**src/rtl/ccff_chain_monitor.sv**
```systemverilog
// Loopback integrity checker for the configuration chain: every returned tail bit is
// compared with the bit shifted in CHAIN_LEN progclk edges earlier. Optional macro: CCFF_FIRST_ERR_EN.
module ccff_chain_monitor #(
  parameter int CHAIN_LEN = 64,
  parameter int DEPTH     = 64,
  parameter int CNT_W     = 16,
  parameter int ERR_W     = 8
) (
  input  logic             clk_i,
  input  logic             rst_i,
  input  logic             arm_i,
  input  logic             stop_i,
  input  logic             progclk_i,
  input  logic             data_i,
  input  logic             ccff_tail_i,
  output logic             busy_o,
  output logic             done_o,
  output logic             pass_o,
  output logic [ERR_W-1:0] err_cnt_o,
  output logic [CNT_W-1:0] bit_cnt_o
`ifdef CCFF_FIRST_ERR_EN
  ,
  output logic [CNT_W-1:0] first_err_o,
  output logic             first_err_vld_o
`endif
);

  localparam int PTR_W = $clog2(DEPTH);

  typedef enum logic [1:0] {
    IDLE,
    FILL,
    CHECK,
    DONE
  } state_t;

  state_t state;
  state_t state_next;

  logic             pc_q;
  logic             pc_rise;
  logic             active;
  logic             take;
  logic             mismatch;
  logic             stop_hit;
  logic             fill_done;
  logic [PTR_W-1:0] wr_ptr;
  logic [PTR_W-1:0] rd_ptr;
  logic [CNT_W-1:0] bit_cnt_next;
  logic [ERR_W-1:0] err_cnt_next;
  logic             hist [DEPTH];

  // An arm in the same cycle as an edge wins, so the edge never reaches the history.
  assign pc_rise  = progclk_i & ~pc_q;
  assign active   = (state == FILL) || (state == CHECK);
  assign take     = active & pc_rise & ~arm_i;
  assign stop_hit = active & stop_i & ~arm_i;
  assign rd_ptr   = wr_ptr - PTR_W'(CHAIN_LEN);
  assign mismatch = take & (state == CHECK) & (ccff_tail_i != hist[rd_ptr]);

  assign bit_cnt_next = (take && (bit_cnt_o != '1)) ? bit_cnt_o + 1'b1 : bit_cnt_o;
  assign err_cnt_next = (mismatch && (err_cnt_o != '1)) ? err_cnt_o + 1'b1 : err_cnt_o;
  assign fill_done    = (bit_cnt_next >= CNT_W'(CHAIN_LEN));

  always_ff @(posedge clk_i or posedge rst_i) begin
    if (rst_i) begin
      state <= IDLE;
    end else begin
      state <= state_next;
    end
  end

  // CHECK is entered on the same edge that brings the count to CHAIN_LEN.
  always_comb begin
    state_next = state;
    if (arm_i) begin
      state_next = FILL;
    end else begin
      case (state)
        FILL: begin
          if (stop_i) begin
            state_next = DONE;
          end else if (fill_done) begin
            state_next = CHECK;
          end
        end
        CHECK: begin
          if (stop_i) begin
            state_next = DONE;
          end
        end
        default: state_next = state;
      endcase
    end
  end

  // The verdict uses the post-edge error count so a coincident edge is included.
  always_ff @(posedge clk_i or posedge rst_i) begin
    if (rst_i) begin
      pc_q      <= 1'b0;
      busy_o    <= 1'b0;
      done_o    <= 1'b0;
      pass_o    <= 1'b0;
      err_cnt_o <= '0;
      bit_cnt_o <= '0;
      wr_ptr    <= '0;
    end else begin
      pc_q   <= progclk_i;
      busy_o <= (state_next == FILL) || (state_next == CHECK);
      if (arm_i) begin
        done_o    <= 1'b0;
        pass_o    <= 1'b0;
        err_cnt_o <= '0;
        bit_cnt_o <= '0;
        wr_ptr    <= '0;
      end else begin
        err_cnt_o <= err_cnt_next;
        bit_cnt_o <= bit_cnt_next;
        if (take) begin
          wr_ptr <= wr_ptr + 1'b1;
        end
        if (stop_hit) begin
          done_o <= 1'b1;
          pass_o <= (err_cnt_next == '0) && (state == CHECK);
        end
      end
    end
  end

  always_ff @(posedge clk_i) begin
    if (take) begin
      hist[wr_ptr] <= data_i;
    end
  end

`ifdef CCFF_FIRST_ERR_EN
  // Only the earliest mismatch after arm is kept.
  always_ff @(posedge clk_i or posedge rst_i) begin
    if (rst_i) begin
      first_err_o     <= '0;
      first_err_vld_o <= 1'b0;
    end else if (arm_i) begin
      first_err_o     <= '0;
      first_err_vld_o <= 1'b0;
    end else if (mismatch && !first_err_vld_o) begin
      first_err_o     <= bit_cnt_o;
      first_err_vld_o <= 1'b1;
    end
  end
`endif

endmodule

```
**config.mk**
```make
export PLATFORM = sky130hd
export DESIGN_NAME = ccff_chain_monitor
export DESIGN_NICKNAME = d
export VERILOG_FILES = /design/src/rtl/ccff_chain_monitor.sv
export SDC_FILE = /design/constraint.sdc
export NUM_CORES = 1
export LEC_CHECK = 0
export BUFFER_PORTS_ARGS = -buffer_cell sky130_fd_sc_hd__buf_2
export CAP_MARGIN = 20
export CORE_MARGIN = 10
export CORE_UTILIZATION = 33
export DETAILED_ROUTE_END_ITERATION = 7
export GPL_TIMING_DRIVEN = 0
export PLACE_DENSITY = 0.47
export SLEW_MARGIN = 20
export SYNTH_ARGS = -nofsm -noshare
export SYNTH_HDL_FRONTEND = slang
export SYNTH_SLANG_ARGS = --single-unit
```
**constraint.sdc**
```tcl
create_clock -name clk_i -period 9.75 [get_ports clk_i]
set_input_delay 0.4875 -clock clk_i [delete_from_list [all_inputs] [get_ports clk_i]]
set_output_delay 0.4875 -clock clk_i [all_outputs]
set_load 0.1 [all_outputs]
```
==> impl_results.md <==
* Worst setup path start: state[0]
* Initial antenna violation count at 0
* Tcrit/Tclk final at 39.70%
* Die width at 144.8 um
* Reg2reg path depth at 11
* Worst r2r src: state[0]
* WL per Instance at 18.59 um
* Status: completed
* Layout area overhead at 14.32%
* Comb pwr share at 16.7%
* Crit-path max cell delay at 0.65 ns
* Async SR Flop Fraction at 36.00%
* Non-filler cells, final at 707
* Internal power at 0.0007314 W
* Post-CTS Resized at 0
* Layout cells sized above 1 at 15.61%
* DRC at 0
* Max FO, Critical Path at 9
* Xor and xnor area share after synthesis at 4.945%
* Drt via density at 5.321
* Synthesized area per cell at 10.95 um^2
* Num ports at 34
* WP depth at 11
* Clock Power Share at 37.0%
* Synthesized Nets at 482
* Dpl hpwl at 8.988 mm
* Placed instance count at 691
* Family with the most delay on the worst path: simple AND/OR/NAND/NOR gates
* Largest family of logic cells by synthesized area: simple AND/OR/NAND/NOR gates
* Synth Area in Simple Gates at 20.44%
* Worst-path clk slew at 0.08 ns
* Setup bufs post-CTS at 0
* Fillers at 1522
* Yosys top cell by area: edfxtp_1
* Post-DP Area at 5564 um^2
* CP Capture Point: busy_o
* Diodes inserted at 0
* Compound-Gate Fraction of Synth Area at 11.47%
* Worst Tran Pin Value at 1.026 ns
* CP Cell Sequence: inv_1 > ha_1 > clkbuf_1 > or4b_1 > nor2_1 > and3_1 > mux2_2 > a2bb2oi_1 > nor4b_1 > a21oi_1 > o22a_1
* Max transition margin at 31.62%
* Most common cell after layout, fill and taps aside: nor2_1
* Via count at 3762
* CTS tree: yes
* # nets final at 527
* Global route overflow at 0
* CTS Buf Count at 9
* Final instance area at 5872 um^2
* Fin. Hold Viols at 0
* Mapped cell area at 5136 um^2
* Post-synth EDFFs at 64
* RSZ-0062 raised after global routing: false
* Reg area at 2823 um^2
* Tot GR Track Use at 13.20%
* Number of global-route vias before repair at 3788
* Post-synth top area share at 37.42%
* Min cycle time layout at 3.871 ns
* CP arrival at 4.11 ns
* F_max at 258.3 MHz
* Setup Crit Path Kind: register to register
* Clock tree buffer depth at 2
* Final Util at 38.63%
* Cells after Synth at 469
* Mux share of post-synthesis cell area at 3.264%
* Fin Setup TNS at 0 ns
* Ys Warns at 0
* Switching Share at 28.07%
* Row cnt at 45
* Die ar. at 20950 um^2
* H-tree levels at 3
* VDD IR max at 0.09937 mV
* Synth top area cells: edfxtp_1 37%, dfrtp_1 18%, nor2_1 8.0%, xnor2_1 2.7%, a221oi_1 2.6%
* Core Footprint at 15200 um^2
* Slew Limit Fails at 0
* Fin Clk Skew at 0.01140 ns
* Commonest cells after routing, fill and taps aside: 109 x nor2_1, 64 x edfxtp_1, 37 x buf_2, 36 x dfrtp_1, 17 x nand2_1
* R2R Setup Slk at 5.88 ns
* Lkg Pwr at 2.105 nW
* Post-synthesis cell type count at 71
* Final setup fails at 0
* Startpoint types: register
* Critical path buffer and inverter count at 2
* PortBufs at 33
* Hold_buf cts at 0
* Initial DRT Pass Iterations at 4
* Pre-CTS WS at 5.916 ns
* CP required at 9.99 ns
* P_sw at 0.0002854 W
* Clock root buffer master: clkbuf_16
* Post-Synth Adder-Cell Area at 1.462%
* Starting DRT DRC Count at 253
* Final ANT Viol Nets at 0
* Initial Utilization at 33.79%
* Crit-path slowest cell: nor4b_1
* Final setup margin at 5.879 ns
* Footprint of the multi-input gates at 2136 um^2
* Clock Latency Late Sink at 0.36 ns
* GPL Wtd Cong at 0.8162
* Largest net degree at the start of global routing at 65
* Worst Hold Class: input port to asynchronous set/reset pin
* Reg power frac at 46.3%
* PwrDens at 173.2 nW/um^2
* Die height at 144.8 um
* Sink Count at 100
* First-pass GRT wire length at 21.14 mm
* Max-Cap Viols at 0
* Reg2reg end: busy_o
* Sequential element share of the synthesized area at 54.96%
* Number of synthesized register bits at 100
* Routed Wire Length at 13.14 mm
* Crit. End Element: register
* Prevailing post-synth register cell: edfxtp_1
worst register-to-register path: cells and delay by family, from the launching register on:
kind,cells,cell delay (ns)
simple gates,4,1.91
compound gates,3,0.54
flops,1,0.38
mux,1,0.35
fa+ha+maj,1,0.29
buf+inv,2,0.28
metrics by stage:
stage	hold slack, ns	power [W]
after floorplan	0.5189	0.0006036
after global placement	0.4800	0.0006470
after detailed placement	0.5008	0.0006499
after CTS	0.1144	0.001030
after global routing	0.1411	0.001060
final	0.1074	0.001017
cell type report:
class,instances,share of cell area [%]
timing repair buffer,34,3.281
sequential,100,48.07
tap,188,4.006
inverter,12,0.7671
buffer,25,2.259
multi-input combinational,332,36.37
clock inverter,3,0.7884
clock buffer,13,4.453
per-layer routing:
layer	track usage [%]	vias to the layer above	share of wire, %
met5	0	-	0
met4	5.638	0	1.8
met1	17.26	1875	47
met2	20.85	63	47
met3	2.575	14	4.4
li1	-	1810	-
Yosys cell counts (all sizes together) (8+ instances only):
library cell	number
a21oi	10
a221oi	15
and3	8
buf	13
clkbuf	12
dfrtp	36
edfxtp	64
inv	11
nand2	17
nand3	16
nand3b	9
nor2	110
o21ai	9
xnor2	16
xor2	13
how the worst min path moves through the flow:
stage                         start   endpoint  slack [ns]  depth (start not counted)
after floorplan           progclk_i       pc_q        0.52                          0
after global placement       done_o     done_o        0.48                          2
after detailed placement      rst_i     pass_o        0.50                          2
after CTS                     rst_i  wr_ptr[3]        0.11                          2
after global routing          rst_i  wr_ptr[3]        0.14                          2
final                         rst_i  wr_ptr[3]        0.11                          2
power by group through the flow:
stage          Sequential, W  Combinational, W  Clock, W
5_1_grt             0.000472          0.000186  0.000402
3_5_place_dp        0.000480          0.000170         0
6_report            0.000470          0.000170  0.000376
3_3_place_gp        0.000479          0.000168         0
4_1_cts             0.000470          0.000171  0.000388
2_1_floorplan       0.000506         0.0000976         0
logic make-up (layout without fill, tap and decap cells):
group,count (synthesis),in the layout
buffers and inverters,37,87
muxes,12,12
xor gates and xnor gates,29,29
DFF,100,100
adders and majority gates,6,6
AOI/OAI and AO/OA,75,75
and+or+nand+nor,210,210
flip-flops by register name, summed over array words and instances, names as in the netlist:
signal,cells
state,2
busy_o,1
pc_q,1
pass_o,1
done_o,1
wr_ptr,6
hist,64
err_cnt_o,8
bit_cnt_o,16
Note: power is estimated with default switching activity, not from simulation.
